`config.mk`:
```
export PLATFORM = sky130hd
export DESIGN_NAME = cgra_host_launcher
export DESIGN_NICKNAME = d
export VERILOG_FILES = /design/src/rtl/cgra_host_launcher.sv
export SDC_FILE = /design/constraint.sdc
export NUM_CORES = 1
export LEC_CHECK = 0
export BUFFER_PORTS_ARGS = -buffer_cell sky130_fd_sc_hd__buf_4
export CORE_MARGIN = 2
export CORE_UTILIZATION = 55
export CTS_CLUSTER_SIZE = 40
export DETAILED_ROUTE_END_ITERATION = 16
export PLACE_DENSITY = 0.78
export REMOVE_ABC_BUFFERS = 1
export SLEW_MARGIN = 40
export SYNTH_ARGS = -nofsm -noshare
export SYNTH_HDL_FRONTEND = slang
export SYNTH_SLANG_ARGS = --single-unit
```
`constraint.sdc`:
```
create_clock -name Clk -period 3.3 [get_ports Clk]
set_input_delay 0.33 -clock Clk [delete_from_list [all_inputs] [get_ports Clk]]
set_output_delay 0.33 -clock Clk [all_outputs]
set_load 0.005 [all_outputs]
```
`src/rtl/cgra_host_launcher.sv`:
```
// Host-side launcher for a single CGRA kernel run: streams input words into the data BRAM,
// runs the Start/Done handshake with the CGRA, then streams result words back out.
module cgra_host_launcher #(
    parameter int SYS_DWIDTH     = 32,
    parameter int BYTE_LEN       = 4,
    parameter int LEN_WIDTH      = 16,
    parameter int TIMEOUT_CYCLES = 1 << 20
) (
    input  logic                  Clk,
    input  logic                  Resetn,
    input  logic                  Cfg_Valid,
    output logic                  Cfg_Ready,
    input  logic [LEN_WIDTH-1:0]  Cfg_Load_Len,
    input  logic [LEN_WIDTH-1:0]  Cfg_Store_Base,
    input  logic [LEN_WIDTH-1:0]  Cfg_Store_Len,
    input  logic                  In_Valid,
    output logic                  In_Ready,
    input  logic [SYS_DWIDTH-1:0] In_Data,
    output logic                  Out_Valid,
    input  logic                  Out_Ready,
    output logic [SYS_DWIDTH-1:0] Out_Data,
    output logic                  Out_Last,
    output logic                  Bram_En,
    output logic [BYTE_LEN-1:0]   Bram_Wen,
    output logic [SYS_DWIDTH-1:0] Bram_Addr,
    output logic [SYS_DWIDTH-1:0] Bram_Data_To_Bram,
    input  logic [SYS_DWIDTH-1:0] Bram_Data_From_Bram,
    output logic                  Computation_Start,
    input  logic                  Computation_Done,
    output logic                  Busy,
    output logic                  Run_Done,
    output logic                  Error
);

    localparam int ADDR_SHIFT = $clog2(BYTE_LEN);
    localparam int TMO_W      = $clog2(TIMEOUT_CYCLES + 1);
    localparam logic [TMO_W-1:0] TMO_LAST = TMO_W'(TIMEOUT_CYCLES - 1);

    typedef enum logic [2:0] {
        IDLE,
        LOAD,
        START,
        WAIT_DONE,
        RELEASE,
        UNLOAD
    } state_t;

    state_t state_reg, state_next;

    logic [LEN_WIDTH-1:0] load_len_reg;
    logic [LEN_WIDTH-1:0] store_base_reg;
    logic [LEN_WIDTH-1:0] store_len_reg;
    logic [LEN_WIDTH-1:0] load_cnt_reg;
    logic [LEN_WIDTH-1:0] rd_cnt_reg;
    logic [TMO_W-1:0]     tmo_reg;
    logic                 start_reg;
    logic                 run_done_reg;
    logic                 error_reg;

    // Read-pipeline tracking: one outstanding read at most per cycle of BRAM latency
    logic                 rd_pend_reg;
    logic                 rd_pend_last_reg;

    // Two-entry skid FIFO holding read data until the output stream accepts it
    logic [SYS_DWIDTH-1:0] skid_data_reg [2];
    logic                  skid_last_reg [2];
    logic                  skid_wr_ptr_reg;
    logic                  skid_rd_ptr_reg;
    logic [1:0]            skid_cnt_reg;

    logic                  cfg_accept;
    logic                  load_wr;
    logic                  rd_issue;
    logic                  timeout_hit;
    logic                  finish_empty;
    logic                  finish_unload;
    logic                  push;
    logic                  pop;
    logic                  head_last;
    logic [2:0]            fill_next;
    logic [LEN_WIDTH-1:0]  word_idx;
    logic [SYS_DWIDTH-1:0] addr_word;

    assign push      = rd_pend_reg;
    assign pop       = Out_Valid && Out_Ready;
    assign head_last = skid_last_reg[skid_rd_ptr_reg];
    // Slots in use once this cycle's pop is accounted for; lets reads stream at full rate
    assign fill_next = 3'(skid_cnt_reg) + 3'(rd_pend_reg) - 3'(pop);

    always_comb begin
        state_next    = state_reg;
        cfg_accept    = 1'b0;
        load_wr       = 1'b0;
        rd_issue      = 1'b0;
        timeout_hit   = 1'b0;
        finish_empty  = 1'b0;
        finish_unload = 1'b0;
        case (state_reg)
            IDLE: begin
                if (Cfg_Valid) begin
                    cfg_accept = 1'b1;
                    state_next = (Cfg_Load_Len == '0) ? START : LOAD;
                end
            end
            LOAD: begin
                if (In_Valid) begin
                    load_wr = 1'b1;
                    if (load_cnt_reg == load_len_reg - LEN_WIDTH'(1)) begin
                        state_next = START;
                    end
                end
            end
            START: begin
                state_next = WAIT_DONE;
            end
            WAIT_DONE: begin
                // Done wins over a timeout landing on the same cycle
                if (Computation_Done) begin
                    state_next = RELEASE;
                end else if (tmo_reg == TMO_LAST) begin
                    timeout_hit = 1'b1;
                    state_next  = IDLE;
                end
            end
            RELEASE: begin
                if (!Computation_Done) begin
                    if (store_len_reg == '0) begin
                        finish_empty = 1'b1;
                        state_next   = IDLE;
                    end else begin
                        state_next = UNLOAD;
                    end
                end
            end
            UNLOAD: begin
                rd_issue = (rd_cnt_reg != store_len_reg) && (fill_next < 3'd2);
                if (pop && head_last) begin
                    finish_unload = 1'b1;
                    state_next    = IDLE;
                end
            end
            default: begin
                state_next = IDLE;
            end
        endcase
    end

    always_comb begin
        word_idx          = load_wr ? load_cnt_reg : (store_base_reg + rd_cnt_reg);
        addr_word         = SYS_DWIDTH'(word_idx);
        Bram_En           = load_wr || rd_issue;
        Bram_Wen          = load_wr ? '1 : '0;
        Bram_Addr         = Bram_En ? (addr_word << ADDR_SHIFT) : '0;
        Bram_Data_To_Bram = load_wr ? In_Data : '0;
    end

    assign Cfg_Ready         = (state_reg == IDLE);
    assign Busy              = (state_reg != IDLE);
    assign In_Ready          = (state_reg == LOAD);
    assign Computation_Start = start_reg;
    assign Run_Done          = run_done_reg;
    assign Error             = error_reg;
    assign Out_Valid         = (skid_cnt_reg != 2'd0);
    assign Out_Data          = skid_data_reg[skid_rd_ptr_reg];
    assign Out_Last          = Out_Valid && head_last;

    always_ff @(posedge Clk or negedge Resetn) begin
        if (!Resetn) begin
            state_reg      <= IDLE;
            load_len_reg   <= '0;
            store_base_reg <= '0;
            store_len_reg  <= '0;
            start_reg      <= 1'b0;
            run_done_reg   <= 1'b0;
            error_reg      <= 1'b0;
            tmo_reg        <= '0;
        end else begin
            state_reg    <= state_next;
            // Start is high for exactly the WAIT_DONE cycles, straight from a flop
            start_reg    <= (state_next == WAIT_DONE);
            run_done_reg <= finish_empty || finish_unload;
            tmo_reg      <= (state_reg == WAIT_DONE) ? tmo_reg + TMO_W'(1) : '0;
            if (cfg_accept) begin
                load_len_reg   <= Cfg_Load_Len;
                store_base_reg <= Cfg_Store_Base;
                store_len_reg  <= Cfg_Store_Len;
                error_reg      <= 1'b0;
            end else if (timeout_hit) begin
                error_reg <= 1'b1;
            end
        end
    end

    always_ff @(posedge Clk or negedge Resetn) begin
        if (!Resetn) begin
            load_cnt_reg     <= '0;
            rd_cnt_reg       <= '0;
            rd_pend_reg      <= 1'b0;
            rd_pend_last_reg <= 1'b0;
        end else begin
            if (cfg_accept) begin
                load_cnt_reg <= '0;
                rd_cnt_reg   <= '0;
            end else begin
                if (load_wr) begin
                    load_cnt_reg <= load_cnt_reg + LEN_WIDTH'(1);
                end
                if (rd_issue) begin
                    rd_cnt_reg <= rd_cnt_reg + LEN_WIDTH'(1);
                end
            end
            rd_pend_reg      <= rd_issue;
            rd_pend_last_reg <= rd_issue && (rd_cnt_reg == store_len_reg - LEN_WIDTH'(1));
        end
    end

    always_ff @(posedge Clk or negedge Resetn) begin
        if (!Resetn) begin
            skid_wr_ptr_reg <= 1'b0;
            skid_rd_ptr_reg <= 1'b0;
            skid_cnt_reg    <= 2'd0;
        end else begin
            if (push) begin
                skid_wr_ptr_reg <= ~skid_wr_ptr_reg;
            end
            if (pop) begin
                skid_rd_ptr_reg <= ~skid_rd_ptr_reg;
            end
            skid_cnt_reg <= skid_cnt_reg + 2'(push) - 2'(pop);
        end
    end

    for (genvar gi = 0; gi < 2; gi++) begin : g_skid
        always_ff @(posedge Clk or negedge Resetn) begin
            if (!Resetn) begin
                skid_data_reg[gi] <= '0;
                skid_last_reg[gi] <= 1'b0;
            end else if (push && (skid_wr_ptr_reg == 1'(gi))) begin
                skid_data_reg[gi] <= Bram_Data_From_Bram;
                skid_last_reg[gi] <= rd_pend_last_reg;
            end
        end
    end

endmodule

```
# After elaboration in Yosys (flattened, before gate mapping)
# Index checks and enable logic that the tools add are counted.
dict set report classes {
  n_addsub 10
  n_lt_le_gt_ge 2
  n_eq_ne 10
  n_mux 40
  n_bitwise 3
  n_reduce_logical 17
}
# cell count
set ops {}
lappend ops {{2-to-1 mux 32 bit} 4}
lappend ops {{2-to-1 mux 16 bit} 5}
lappend ops {{adder 16 x 1 -> 16 bit, second input constant} 2}
lappend ops {{== test 16 bit} 2}
lappend ops {{zero test 16 bit} 2}
lappend ops {{subtractor 16 x 1 -> 16 bit, second input constant} 2}
lappend ops {{2-to-1 mux 3 bit} 8}
lappend ops {{adder 21 x 1 -> 21 bit, second input constant} 1}
lappend ops {{== test 21 x 20 -> 1 bit, second input constant} 1}
lappend ops {{2-to-1 mux 21 bit} 1}
lappend ops {{2-to-1 mux 1 bit} 18}
lappend ops {{2-to-1 mux 18 bit} 1}
lappend ops {{one-hot mux 3 bit (6 select lines)} 1}
lappend ops {{adder 16 bit} 1}
lappend ops {{!= test 16 bit} 1}
lappend ops {{== test 3 x 2 -> 1 bit, second input constant} 3}
lappend ops {{nonzero test 2 bit} 4}
lappend ops {{logical AND 1 bit} 7}
lappend ops {{== test 3 bit, second input constant} 2}
lappend ops {{2-to-1 mux 4 bit} 1}
lappend ops {{adder 2 x 1 -> 3 bit} 1}
lappend ops {{== test 3 x 1 -> 1 bit, second input constant} 1}
lappend ops {{zero test 3 bit} 1}
lappend ops {{< comparator 3 x 2 -> 1 bit, second input constant} 1}
lappend ops {{9 further kinds} 11}
dict set report totals {
  register_bits 179
  input_bits 118
  output_inout_bits 109
  wordCells 101
}

# Logic depth before layout (Yosys ltp)
dict set report logic_depth {
  ltp_word 8
  depth_mapped 15
  mapped_depth_nobuf 14
}

# Worst setup path after synthesis
# OpenSTA, ideal clock, no wires.
dict set report synth_path {
  path_type {register -> output}
  start {reg skid_cnt_reg[1]}
  end {out Bram_Addr[10]}
  t_arrival_ps 2737
  required_time_ps 2970
  path_slack_ps 233
  path_stages_with_launch 15
  n_path_buf 3
  path_cell_list {dfrtp_1 -> o21ai_0 -> inv_1 -> ha_1 -> inv_1 -> ha_1 -> inv_1 -> fa_1 -> nand2_1 -> nor3_1 -> o31ai_1 -> buf_2 -> buf_2 -> buf_2 -> o21ai_0}
}
dict set report synth_between {
  elab_chain_len 8
  elab_cells_between_ends 9
  cone_classes {2 x add/sub; 1 x order compare; 2 x mux; 4 x reduce/logical}
}
# element line
set synth_rtl {}
lappend synth_rtl {{from (decl)} 69} ;# logic [1:0] skid_cnt_reg;
lappend synth_rtl {{from (signal assigned)} 229} ;# skid_cnt_reg <= skid_cnt_reg + 2'(push) - 2'(pop);
lappend synth_rtl {{nonzero test 2 bit} 163} ;# assign Out_Valid = (skid_cnt_reg != 2'd0);
lappend synth_rtl {{logical AND 1 bit} 85} ;# assign pop = Out_Valid && Out_Ready;
lappend synth_rtl {{named net pop} 78} ;# logic pop;
lappend synth_rtl {{subtractor 3 x 1 -> 3 bit} 88} ;# assign fill_next = 3'(skid_cnt_reg) + 3'(rd_pend_reg) - 3'(pop);
lappend synth_rtl {{< comparator 3 x 2 -> 1 bit} 136} ;# rd_issue = (rd_cnt_reg != store_len_reg) && (fill_next < 3'd2);
lappend synth_rtl {{logical AND 1 bit} 136}
lappend synth_rtl {{2-to-1 mux 1 bit} 98} ;# case (state_reg)
lappend synth_rtl {{logical OR 1 bit} 151} ;# Bram_En = load_wr || rd_issue;
lappend synth_rtl {{2-to-1 mux 18 bit} 153} ;# Bram_Addr = Bram_En ? (addr_word << ADDR_SHIFT) : '0;
lappend synth_rtl {{to (decl)} 25} ;# output logic [SYS_DWIDTH-1:0] Bram_Addr,
# The timed path passes the listed nets, and every way through them passes these cells.

# Worst setup path after layout
dict set report layout_path {
  start {reg skid_cnt_reg[1]}
  end {out Bram_Addr[5]}
}
# The elaborated chain is that of the path after synthesis.

==> out/summary.log <==
qor: drt.routed_via_density 5.55
qor: floorplan.floorplan.die_area 19400 sq um
qor: clock_network.cts_made_buffers 17
qor: critical_path.worstPathRequired 2.97 ns
qor: clock_network.cts_tree built
qor: synth.synth.yosys.seq_area_share 0.446
qor: placement.port_buffers 210
qor: synth.ys_types 65
qor: drt.ant_nets 0
qor: sta.finalSetupViolCount 13
qor: sta.worst_hold_slack 0.0977 ns
qor: power.p_per_area 744 nW/um^2
qor: drt.routed_wirelength 24.0 mm
qor: critical_path.arrival 3.10 ns
qor: status.failed_checks setup timing
qor: status.outcome complete, but fails checks
qor: sta.fmax 0.292 GHz
qor: drt.num_vias 7824
qor: finish.antenna_cells 0
qor: placement.place_ws -0.00495 ns
qor: critical_path.critPathSlowestCell fa_1
qor: placement.dp_hpwl 17.1 mm
qor: power.total_leakage_power 5.59 nW
qor: clock_network.clk_pin_slew 0.07 ns
qor: drt.routed_wire_length_per_instance 17.0 um
qor: sta.fin_ws -0.126 ns
qor: clock_network.cts_root_buffer clkbuf_16
qor: critical_path.worstSetupPathType flip-flop to output port
qor: sta.slew_headroom 0.499
qor: floorplan.num_rows 49
qor: critical_path.startpoint_type flip-flop
qor: finish.layout_cell_share_with_drive_strength_beyond_1 0.387
qor: floorplan.die_width 139 um
qor: hold_path.worstHoldPathType primary input to flip-flop
qor: synth.postSynth.topFlopCell dfrtp_1
qor: clock_network.ctsLongestPathBuffers 2
qor: power.totalPowerFinal 9.46 mW
qor: clock_network.cts_max_level 4
qor: drt.detailedRoute.firstPassIterationCount 5
qor: critical_path.crit_path_end_kind output port
qor: global_route.grt_pass1_vias 7790
qor: finish.summed_area_of_non_filler_cells_in_the_final_layout 12700 sq um
qor: finish.final_common_cell buf_4
qor: global_route.grt_first_pass_wirelength 39.2 mm
qor: sta.final_worst_clock_skew 0.0109 ns
qor: synth.area_of_the_mapped_netlist 10100 sq um
qor: floorplan.floorplan.initialDensity 0.560
qor: global_route.global_route_usage_over_all_layers 0.247
qor: sta.finalCriticalPeriod 3.43 ns
qor: sta.drv_slew 0
qor: synth.netlist_instances 953
qor: finish.final_net_count 1311
qor: finish.most-common-layout-cells 238 x buf_4, 176 x dfrtp_1, 141 x mux2_2
qor: placement.place.gp.congestion 0.912
qor: floorplan.io_pins 227
qor: sta.hold_violations 0
qor: clock_network.clock-sinks 179
qor: flow_run.maxCapViolations 0
qor: global_route.gr-total-overflow 0
qor: synth.ys_async_sr_fraction 1.00
qor: hold_path.holdPathStages 3
qor: floorplan.die_y 139 um
qor: sta.grt_setup_unrepaired yes
qor: critical_path.r2r_cells 16
qor: finish.fill_cells 1372
qor: critical_path.timing.critical_path.fanout_max 10
qor: synth.synth.ff_latch_count 179
qor: critical_path.timing.critical_path.cells o21ai_2, inv_1, ha_1, inv_1, ha_2, inv_2, fa_1, nand2_2, nor3_4, o31ai_4, buf_12, o31ai_4, buf_4
qor: floorplan.core 18000 sq um
qor: global_route.grt_start_max_net_pins 92
qor: finish.largest_register_ff_count 64
qor: drt.drtIter0Drc 490
qor: critical_path.largest_incremental_delay_on_the_critical_path 0.53 ns
qor: sta.worst_pin_slew 0.750 ns
qor: drt.post-route-drc-count 0
qor: synth.synth_enable_flop_cells 0
qor: synth.synth-warning-count 0
qor: placement.postPlaceCellArea 11800 sq um
qor: global_route.grt_antenna_before_repair 0
qor: sta.period_share 1.04
qor: finish.area.growth.synth_to_final 26.5%
qor: power.vdd_drop_max 0.000478 V
qor: clock_network.clock_insertion_delay_worst_skew 0.43 ns
qor: synth.post_synth.cell_area_avg 10.5 sq um
metrics by stage:
step                      std cells  utilization   TNS, ns
final                          1411        0.708    -0.781
after global routing           1411        0.708     -3.42
after CTS                      1407        0.699    -0.383
after detailed placement       1369        0.660  -0.00710
after global placement         1369        0.660         0
after floorplan                 907            -     -1.42
report_power, final:
group	switching, mW	total [mW]	internal [mW]
Combinational	1.68	3.92	2.24
Clock	0.939	2.02	1.08
Sequential	0.621	3.53	2.91
repair_timing:
item / in CTS / in global routing
setup buffers: 5 / 5
pin swaps: 3 / 5
setup endpoints to repair: 20 / 21
gates resized for setup: 19 / 26
hold buffers: 1 / 0
hold endpoints to repair: 10 / 0
critical path, delay by kind of cell, from the launching register on:
family,cells,cell delay [ns]
AO/OA/AOI/OAI,3,0.54
adder cells (fa/ha/maj),3,0.96
buffers and inverters,5,0.48
flip-flops,1,0.39
AND/OR/NAND/NOR,2,0.29
cells by family after synthesis:
| logic type | after synthesis | share of synthesized area |
|---|---|---|
| xor gates and xnor gates | 102 | 0.0889 |
| buffers and inverters | 87 | 0.0412 |
| AOI/OAI and AO/OA | 115 | 0.0727 |
| adders and majority gates | 24 | 0.0314 |
| muxes | 145 | 0.162 |
| other | 1 | 0.000373 |
| DFF | 179 | 0.446 |
| and+or+nand+nor | 300 | 0.158 |
routing by layer:
metal / global-route usage / vias to the layer above / part of all wire
met4: 0.0649 / 0 / 0.013
li1: - / 3756 / -
met1: 0.345 / 3834 / 0.45
met5: 0 / - / 0
met3: 0.0394 / 23 / 0.041
met2: 0.407 / 211 / 0.50
Yosys cell counts (all sizes together) (25+ instances only):
library cell    n  area (sq um)
xor2           38           333
dfrtp         179          4480
o21ai          42           210
buf            36           223
xnor2          64           561
nor2           73           274
and2           38           238
clkbuf         25          93.8
nand2          57           214
inv            26          97.6
nand3          26           130
mux2          141          1590
worst paths after layout:
check | start | end | slack, ns
max reg2reg | skid_cnt_reg[1] | rd_pend_last_reg | 0.16
min in group asynchronous | Resetn | skid_data_reg[34] | 0.52
min reg2reg | skid_data_reg[23] | skid_data_reg[23] | 0.50
max in group asynchronous | Resetn | tmo_reg[18] | 1.91
min | Cfg_Store_Len[1] | store_len_reg[1] | 0.1
max | skid_cnt_reg[1] | Bram_Addr[5] | -0.13
final cells by class:
type,count,area [sq um],share of cell area
multi-input combinational,702,5380,0.423
clock buffer,17,425,0.0335
tap,229,287,0.0225
timing repair buffer,243,1860,0.146
clock inverter,15,166,0.0131
inverter,26,110,0.00866
sequential,179,4480,0.353
(Power assumes the default switching activity.)
